==> src/rtl/rmii_tx_framer_pkg.sv <==
// Shared RMII TX definitions: line symbols, field lengths, FSM encoding and the dibit CRC step.
// Combinational helpers only; nothing here holds state or applies backpressure.
package rmii_tx_framer_pkg;

    localparam logic [1:0]  PREAMBLE_DIBIT  = 2'b01;
    localparam logic [1:0]  SFD_LAST_DIBIT  = 2'b11;
    localparam int          PREAMBLE_DIBITS = 32;
    localparam int          FCS_DIBITS      = 16;
    localparam logic [31:0] CRC_INIT        = 32'hFFFF_FFFF;
    localparam logic [31:0] CRC_POLY_REFL   = 32'hEDB8_8320;

    typedef enum logic [2:0] {
        ST_IDLE     = 3'd0,
        ST_PREAMBLE = 3'd1,
        ST_PAYLOAD  = 3'd2,
        ST_PAD      = 3'd3,
        ST_FCS      = 3'd4,
        ST_IFG      = 3'd5
    } tx_state_t;

    // Reflected CRC-32 advanced by one dibit, bit 0 first (wire order).
    function automatic logic [31:0] crc32_dibit(input logic [31:0] crc, input logic [1:0] dibit);
        logic [31:0] c;
        c = crc;
        for (int i = 0; i < 2; i++) begin
            if (c[0] ^ dibit[i]) c = (c >> 1) ^ CRC_POLY_REFL;
            else                 c = c >> 1;
        end
        return c;
    endfunction

endpackage

==> src/rtl/rmii_tx_framer_crc32.sv <==
// Ethernet FCS accumulator, one dibit per clk; fcs_out reflects all dibits up to the previous edge.
// Latency 1 clk; no backpressure, fcs_en low reloads the seed for the next frame.
module rmii_tx_framer_crc32
    import rmii_tx_framer_pkg::*;
(
    input  logic        clk,
    input  logic        rst,
    input  logic        fcs_en,
    input  logic [1:0]  data,
    output logic [31:0] fcs_out
);

    logic [31:0] crc;

    always_ff @(posedge clk) begin
        if (rst || !fcs_en) crc <= CRC_INIT;
        else                crc <= crc32_dibit(crc, data);
    end

    assign fcs_out = ~crc;

endmodule

==> src/rtl/rmii_tx_framer.sv <==
// RMII 100M TX framer: preamble/SFD, payload, zero pad, FCS, IFG from a valid/ready byte stream.
// Latency 1 clk from trigger to txen; tx_ready only once per 4 dibits, a missing byte aborts the frame.
module rmii_tx_framer
    import rmii_tx_framer_pkg::*;
#(
    parameter int MIN_PAYLOAD = 60,
    parameter int IFG_BYTES   = 12
) (
    input  logic       clk,
    input  logic       rst,
    input  logic [7:0] tx_data,
    input  logic       tx_valid,
    input  logic       tx_last,
    output logic       tx_ready,
    output logic [1:0] rmii_txd,
    output logic       rmii_txen,
    output logic       tx_busy,
    output logic       tx_done,
    output logic       tx_underrun
);

    localparam logic [10:0] MIN_CNT  = 11'(MIN_PAYLOAD);
    localparam int          IFG_CLKS = IFG_BYTES * 4;
    localparam logic [10:0] IFG_LAST = (IFG_CLKS > 0) ? 11'(IFG_CLKS - 1) : 11'd0;
    localparam logic [4:0]  PRE_LAST = 5'(PREAMBLE_DIBITS - 1);
    localparam logic [4:0]  FCS_LAST = 5'(FCS_DIBITS - 1);

    tx_state_t   state;
    logic [4:0]  dibit_cnt;
    logic [10:0] byte_cnt;
    logic [10:0] byte_inc;
    logic [7:0]  data_sr;
    logic [31:0] fcs_sr;
    logic        cur_last;
    logic [31:0] fcs_out;
    logic        crc_en;
    logic [1:0]  crc_data;
    logic        byte_end;
    logic        pad_more;
    logic        load_byte;
    logic        underrun;

    // crc_en/crc_data are exactly the enable and value of the next payload/pad txd load,
    // so the CRC engine and the wire never drift apart.
    always_comb begin
        byte_end  = (dibit_cnt == 5'd3);
        pad_more  = (byte_cnt < MIN_CNT);
        byte_inc  = (byte_cnt == 11'h7FF) ? byte_cnt : byte_cnt + 11'd1;
        tx_ready  = ((state == ST_PREAMBLE) && (dibit_cnt == PRE_LAST)) ||
                    ((state == ST_PAYLOAD) && byte_end && !cur_last);
        load_byte = tx_ready && tx_valid;
        underrun  = tx_ready && !tx_valid;
        crc_data  = load_byte ? tx_data[1:0] : data_sr[1:0];
        crc_en    = 1'b0;
        if (!rst) begin
            if (load_byte)
                crc_en = 1'b1;
            else if ((state == ST_PAYLOAD) || (state == ST_PAD))
                crc_en = !byte_end || (((state == ST_PAD) || cur_last) && pad_more);
        end
    end

    assign tx_busy = (state != ST_IDLE);

    rmii_tx_framer_crc32 u_crc (
        .clk     (clk),
        .rst     (rst),
        .fcs_en  (crc_en),
        .data    (crc_data),
        .fcs_out (fcs_out)
    );

    always_ff @(posedge clk) begin
        if (rst) begin
            state       <= ST_IDLE;
            dibit_cnt   <= 5'd0;
            byte_cnt    <= 11'd0;
            data_sr     <= 8'd0;
            fcs_sr      <= 32'd0;
            cur_last    <= 1'b0;
            rmii_txd    <= 2'b00;
            rmii_txen   <= 1'b0;
            tx_done     <= 1'b0;
            tx_underrun <= 1'b0;
        end else begin
            tx_done     <= 1'b0;
            tx_underrun <= 1'b0;
            if (underrun) begin
                state       <= ST_IFG;
                dibit_cnt   <= 5'd0;
                byte_cnt    <= 11'd0;
                rmii_txd    <= 2'b00;
                rmii_txen   <= 1'b0;
                tx_underrun <= 1'b1;
            end else if (load_byte) begin
                state     <= ST_PAYLOAD;
                dibit_cnt <= 5'd0;
                rmii_txd  <= crc_data;
                data_sr   <= {2'b00, tx_data[7:2]};
                cur_last  <= tx_last;
                byte_cnt  <= (state == ST_PREAMBLE) ? 11'd1 : byte_inc;
            end else begin
                case (state)
                    ST_IDLE: begin
                        if (tx_valid) begin
                            state     <= ST_PREAMBLE;
                            dibit_cnt <= 5'd0;
                            rmii_txd  <= PREAMBLE_DIBIT;
                            rmii_txen <= 1'b1;
                        end
                    end
                    ST_PREAMBLE: begin
                        dibit_cnt <= dibit_cnt + 5'd1;
                        rmii_txd  <= (dibit_cnt == PRE_LAST - 5'd1) ? SFD_LAST_DIBIT : PREAMBLE_DIBIT;
                    end
                    ST_PAYLOAD, ST_PAD: begin
                        if (crc_en) begin
                            rmii_txd <= crc_data;
                            data_sr  <= data_sr >> 2;
                            if (byte_end) begin
                                state     <= ST_PAD;
                                dibit_cnt <= 5'd0;
                                byte_cnt  <= byte_inc;
                            end else begin
                                dibit_cnt <= dibit_cnt + 5'd1;
                            end
                        end else begin
                            state     <= ST_FCS;
                            dibit_cnt <= 5'd0;
                            rmii_txd  <= fcs_out[1:0];
                            fcs_sr    <= {2'b00, fcs_out[31:2]};
                        end
                    end
                    ST_FCS: begin
                        if (dibit_cnt != FCS_LAST) begin
                            rmii_txd  <= fcs_sr[1:0];
                            fcs_sr    <= fcs_sr >> 2;
                            dibit_cnt <= dibit_cnt + 5'd1;
                            tx_done   <= (dibit_cnt == FCS_LAST - 5'd1);
                        end else begin
                            state     <= ST_IFG;
                            dibit_cnt <= 5'd0;
                            byte_cnt  <= 11'd0;
                            rmii_txd  <= 2'b00;
                            rmii_txen <= 1'b0;
                        end
                    end
                    // byte_cnt doubles as the gap timer while the line is idle
                    ST_IFG: begin
                        if (byte_cnt >= IFG_LAST) begin
                            if (tx_valid) begin
                                state     <= ST_PREAMBLE;
                                dibit_cnt <= 5'd0;
                                rmii_txd  <= PREAMBLE_DIBIT;
                                rmii_txen <= 1'b1;
                            end else begin
                                state <= ST_IDLE;
                            end
                        end else begin
                            byte_cnt <= byte_cnt + 11'd1;
                        end
                    end
                    default: state <= ST_IDLE;
                endcase
            end
        end
    end

endmodule

==> config.mk <==
export PLATFORM = sky130hd
export DESIGN_NAME = rmii_tx_framer
export DESIGN_NICKNAME = d
export VERILOG_FILES = /design/src/rtl/rmii_tx_framer_pkg.sv /design/src/rtl/rmii_tx_framer_crc32.sv /design/src/rtl/rmii_tx_framer.sv
export SDC_FILE = /design/constraint.sdc
export NUM_CORES = 1
export LEC_CHECK = 0
export CAP_MARGIN = 25
export CELL_PAD_IN_SITES_DETAIL_PLACEMENT = 0
export CELL_PAD_IN_SITES_GLOBAL_PLACEMENT = 1
export CORE_MARGIN = 5
export CORE_UTILIZATION = 46
export DETAILED_ROUTE_END_ITERATION = 8
export HOLD_SLACK_MARGIN = 0.08
export PLACE_DENSITY = 0.9
export SLEW_MARGIN = 20
export SYNTH_ARGS = -nofsm -noshare
export SYNTH_HDL_FRONTEND = slang
export SYNTH_SLANG_ARGS = --single-unit
==> constraint.sdc <==
create_clock -name clk -period 3.54 [get_ports clk]
set_input_delay 0.708 -clock clk [delete_from_list [all_inputs] [get_ports clk]]
set_output_delay 0.708 -clock clk [all_outputs]
set_load 0.01 [all_outputs]
# --- Word level (Yosys, flattened, before mapping) ---
# Index checks and enable logic that the tools add are counted.
op_classes:
  n_bitwise: 9
  n_eq_ne: 28
  order_cmp: 2
  mux: 48
  reduce_logical: 37
  n_addsub: 2
op_table:
  columns: ["operator", "count"]
  rows:
  - ["$mux W32", 5]
  - ["$mux W11", 7]
  - ["$pmux W32 S2", 1]
  - ["$pmux W11 S3", 1]
  - ["$not A32 Y32", 1]
  - ["$not A13 Y14", 2]
  - ["$mux W5", 5]
  - ["$pmux W5 S5", 1]
  - ["$mux W8", 3]
  - ["$mux W3", 7]
  - ["$reduce_and A5 Y1", 4]
  - ["$ne A3 B3 Y1 const B", 6]
  - ["$ne A4 B4 Y1 const B", 4]
  - ["$pmux W3 S5", 1]
  - ["$mux W2", 7]
  - ["$add A11 B1 Y11 const B", 1]
  - ["$eq A11 B11 Y1 const B", 1]
  - ["$ge A11 B6 Y1 const B", 1]
  - ["$lt A11 B6 Y1 const B", 1]
  - ["$eq A5 B5 Y1 const B", 2]
  - ["$ne A2 B2 Y1 const B", 5]
  - ["$pmux W2 S5", 1]
  - ["$mux W1", 8]
  - ["$eq A3 B2 Y1 const B", 2]
  - ["26 further kinds", 49]
totals:
  register_bits: 97
  output_inout_bits: 7
  word_cells: 138
  input_bits: 12

# --- Depth between registers and ports, before layout ---
# Gate-level depths: netlist (run 1).
logic_depth:
  ltp_word: 12
  depth_mapped: 12
  ltp_nobuf: 10

# --- Modules after synthesis ---
# From an unflattened synthesis (run 1), not the netlist that was laid out.
unflattened:
  cells_unflattened: 564
  area_unflattened_um2: 4540.6
modules_own_cells:
  columns: ["mod", "area_per_inst_um2", "seq_area_each_um2", "instances", "cells_each"]
  rows:
  - ["rmii_tx_framer", 3362.0, 1221.2, 1, 434]
  - ["rmii_tx_framer_crc32", 1178.6, 640.6, 1, 130]

# --- Worst setup path before layout (run 1) ---
# Ideal clock, no wire load.
synth_timing:
  kind: "register -> register"
  start: "reg dibit_cnt[0]"
  end: "reg fcs_sr[22]"
  n_path_buf: 1
  t_arrival_ps: 2578
  stages_incl_launch_ff: 11
  period_less_slack_ps: 2648
  setup_time_ps: 70
  slack_ps: 892
  t_required_ps: 3470
  path_cell_list: "dfxtp_1 ha_1 and3_1 ha_1 and4bb_1 a21oi_2 inv_1 a221oi_4 clkbuf_1 o211ai_1 a21oi_1"
synth_via:
  elab_chain_cells: 9
  word_cells_on_any_way: 19
  classes_between: "eq/ne: 5; mux: 3; bitwise: 2; reduce/logical: 9"
synth_lines:
  columns: ["item", "line_no", "text"]
  rows:
  - ["start, declared", "rmii_tx_framer.sv:29", "logic [4:0] dibit_cnt;"]
  - ["start signal, assigned", "rmii_tx_framer.sv:113", "dibit_cnt <= dibit_cnt + 5'd1;"]
  - ["start signal, assigned", "rmii_tx_framer.sv:125", "dibit_cnt <= dibit_cnt + 5'd1;"]
  - ["start signal, assigned", "rmii_tx_framer.sv:138", "dibit_cnt <= dibit_cnt + 5'd1;"]
  - ["$eq A5 B2 Y1", "rmii_tx_framer.sv:46", "byte_end = (dibit_cnt == 5'd3);"]
  - ["$logic_and A1 B1 Y1 (2 in a row)", "rmii_tx_framer.sv:50", "((state == ST_PAYLOAD) && byte_end && !cur_last);"]
  - ["$logic_or A1 B1 Y1 *", "rmii_tx_framer.sv:49", "tx_ready = ((state == ST_PREAMBLE) && (dibit_cnt == PRE_LAST)) ||"]
  - ["named net tx_ready", "rmii_tx_framer.sv:14", "output logic tx_ready,"]
  - ["$logic_and A1 B1 Y1", "rmii_tx_framer.sv:51", "load_byte = tx_ready && tx_valid;"]
  - ["$mux W1", "rmii_tx_framer.sv:56", "if (load_byte)"]
  - ["$mux W1", "rmii_tx_framer.sv:55", "if (!rst) begin"]
  - ["$ne A2 B2 Y1 (no line)", null, null]
  - ["$reduce_and A5 Y1 (no line) *", null, null]
  - ["end signal, assigned", "rmii_tx_framer.sv:131", "fcs_sr <= {2'b00, fcs_out[31:2]};"]
  - ["end signal, assigned", "rmii_tx_framer.sv:137", "fcs_sr <= fcs_sr >> 2;"]
  - ["end, declared", "rmii_tx_framer.sv:33", "logic [31:0] fcs_sr;"]
# The timed path passes the listed nets; every way through them passes the cells marked *.
# A chain may end at the register's enable or synchronous reset.

# --- Worst setup path in the final report (run 1) ---
layout_timing:
  start: "reg dibit_cnt[0]"
  end: "out tx_ready"
layout_via:
  elab_chain_cells: 4
  word_cells_on_any_way: 6
  classes_between: "eq/ne: 2; reduce/logical: 4"
layout_lines:
  columns: ["item", "line_no"]
  rows:
  - ["$eq A5 B2 Y1", "rmii_tx_framer.sv:46"]
  - ["$logic_and A1 B1 Y1 (2 in a row)", "rmii_tx_framer.sv:50"]
  - ["$logic_or A1 B1 Y1 *", "rmii_tx_framer.sv:49"]
  - ["end, declared", "rmii_tx_framer.sv:14"]
# Mark *: on every way between the ends. The rest lies on a longest branch, timed or not.

==> results.json, run 1 <==
{
  "run_status": "finished, final reports clean",
  "path_class": "flip-flop to output pin",
  "rows": 36,
  "synth_common_cells": "113 x nand2_1, 93 x dfxtp_1, 57 x a21oi_1",
  "rsz0062_at_grt": "false",
  "yosysSeqAreaShare": 0.412,
  "clk_path_buf_depth": 2,
  "post-synth-top-count-cell": "nand2_1",
  "worst_pin_slew_ns": 0.644,
  "busiest_layer": "met2",
  "die-area_sq_um": 11900,
  "avgSynthCellArea_sq_um": 8.42,
  "synth_top_area_share": 0.412,
  "fin_cells": 681,
  "antenna_found_initial": 0,
  "ys.flop_type": "dfxtp_1",
  "place.gp.congestion": 0.902,
  "viasPerCell": 5.60,
  "syn_area_sq_um": 4520,
  "start_util": 0.467,
  "path_max_fanout": 10,
  "die_w_microns": 109,
  "skew_ns": 0.0105,
  "cts_setup_buffers": 0,
  "post-route-period-util": 0.971,
  "grt_use_met3": 0.0409,
  "arrival_ns": 2.73,
  "power_density_nw_per_um2": 381,
  "cts_root_buffer": "clkbuf_8",
  "drt_iter0_markers": 197,
  "hold_class": "flip-flop to flip-flop",
  "tns_ns": 0,
  "grt_first_pass_wirelength_microns": 17900,
  "crit_path_start_kind": "flip-flop",
  "synth_area_leaders": "dfxtp_1 41%, nand2_1 9.4%, a21oi_1 6.3%",
  "hpwl_microns": 6900,
  "cts_tree": "yes",
  "synth_cell_types": 59,
  "max_freq_mhz": 291,
  "drt-total-wl_microns": 10300,
  "cts_sinks": 93,
  "clkTransAtPathRegs_ns": 0.09,
  "cts.repair.resized": 0,
  "io_buffers": 18,
  "ant_nets": 0,
  "syn-num-nets": 555,
  "ios": 19,
  "synth_top_area_cell": "dfxtp_1",
  "track_usage": 0.188,
  "clk-insertion-delay-late_ns": 0.36,
  "power.total_mw": 1.89,
  "met1_usage": 0.239,
  "required_ns": 2.83,
  "irDropWorstVdd_mv": 0.233,
  "cap_violations": 0,
  "drt_pre_antenna_iters": 4,
  "wl_per_cell_microns": 15.1,
  "ctsHtreeMaxLevel": 3,
  "yosysWarnings": 0,
  "vias": 3813,
  "hold_slack_ns": 0.447,
  "drc_errors": 0,
  "r2r_slack_ns": 0.54,
  "coreArea_sq_um": 9680,
  "hold_violations": 0,
  "grt_pass1_vias": 3735,
  "grt_use_met2": 0.307,
  "cts_hold_buf": 0,
  "slew_violations": 0,
  "syn_to_final_growth_pct": 9.49,
  "async_reset_ff_frac": 0,
  "static-leakage-power_nw": 1.83,
  "overflow": 0,
  "synth_edf_count": 0,
  "grt_start_max_net_pins": 59,
  "diodes": 0,
  "final_nets": 562,
  "setup_violations": 0,
  "synth_seq_cells": 93,
  "dieHeight_microns": 109,
  "relSlewSlack": 0.569,
  "cts_buffers": 9,
  "worst_setup_path_end_kind": "output pin",
  "drive_gt1_frac": 0.102,
  "fin_crit_ns": 3.44,
  "place_inst": 666,
  "synth_cells": 537
}
final timing paths:
kind | from | end | depth (start not counted)
worst min register to register | u_crc.crc[3] | u_crc.crc[1] | 1
worst max register to register | dibit_cnt[0] | byte_cnt[4] | 9
worst min-delay path | u_crc.crc[3] | u_crc.crc[1] | 1
worst max-delay path | dibit_cnt[0] | tx_ready | 7
cells by family after synthesis:
| group | Yosys count | share of synthesized area |
|---|---|---|
| buffers and inverters | 42 | 0.0512 |
| DFF | 93 | 0.412 |
| adders and majority gates | 6 | 0.0166 |
| xor gates and xnor gates | 16 | 0.0351 |
| and+or+nand+nor | 227 | 0.250 |
| muxes | 9 | 0.0216 |
| AOI/OAI and AO/OA | 144 | 0.214 |
where the power goes:
part / leakage, nW / switching (mW) / internal [mW] / total [mW]
logic: 0.982 / 0.0644 / 0.0503 / 0.115
registers: 0.751 / 0.0120 / 1.05 / 1.07
clock network: 0.0927 / 0.379 / 0.326 / 0.705
placed cells by master, fill, tap and decap left out, drive strengths merged, types with 3 or more instances in the layout:
cell,instances
mux2i,3
a31oi,6
nand2,114
a21oi,60
a21o,4
xnor2,8
and2,4
buf,14
clkbuf,10
o31ai,3
o21ai,10
clkdlybuf4s50,17
nand3b,5
o211ai,28
nand3,9
a221oi,4
a311oi,5
or2,3
and3,5
nor3b,3
mux2,6
ha,6
nor4,3
nor2,29
or3,5
nor3,8
inv,8
xor2,8
nand2b,23
nor2b,3
dfxtp,93
a211oi,15
cell type report:
| cell class | count | area [sq um] |
|---|---|---|
| Clock inverter | 5 | 60.1 |
| Multi-Input combinational cell | 402 | 2440 |
| Sequential cell | 93 | 1860 |
| Timing Repair Buffer | 31 | 273 |
| Fill cell | 946 | 4730 |
| Clock buffer | 10 | 128 |
| Inverter | 7 | 26.3 |
| Tap cell | 133 | 166 |
worst max-delay path, stage by stage (launching register included):
cell and delay, ns:
dfxtp_1 0.42, ha_1 0.25, and3_1 0.23, ha_1 0.20, and4bb_1 0.39, a21oi_4 0.11
inv_1 0.20, clkdlybuf4s50_1 0.57
metrics by stage:
step	worst slack [ns]	area (sq um)	utilization
2_1_floorplan	0.892	4520	-
3_3_place_gp	0.486	4760	0.491
3_5_place_dp	0.407	4760	0.491
4_1_cts	0.0149	4940	0.511
5_1_grt	0.0101	4950	0.511
6_report	0.104	4950	0.511
sequential cells by signal (all words and copies together) (netlist names):
| register | cells |
|---|---|
| cur_last | 1 |
| u_crc.crc | 32 |
| dibit_cnt | 5 |
| tx_underrun | 1 |
| tx_done | 1 |
| rmii_txd | 2 |
| byte_cnt | 11 |
| rmii_txen | 1 |
| fcs_sr | 30 |
| data_sr | 6 |
| state | 3 |
layer usage:
| layer | share of wire | wire length (microns) | vias up |
|---|---|---|---|
| li1 | - | - | 1907 |
| met1 | 0.46 | 4730 | 1789 |
| met2 | 0.47 | 4830 | 90 |
| met3 | 0.042 | 435 | 27 |
| met4 | 0.029 | 298 | 0 |
| met5 | 0 | 0 | - |
No activity file was read; power rests on OpenSTA's default activity.
==> inputs of run 2 (changes only) <==
Settings changed: SKIP_CTS_REPAIR_TIMING from default to 1.
==> results of run 2 <==
Same layout as run 1: the final DEF is identical, and so are final timing and power.
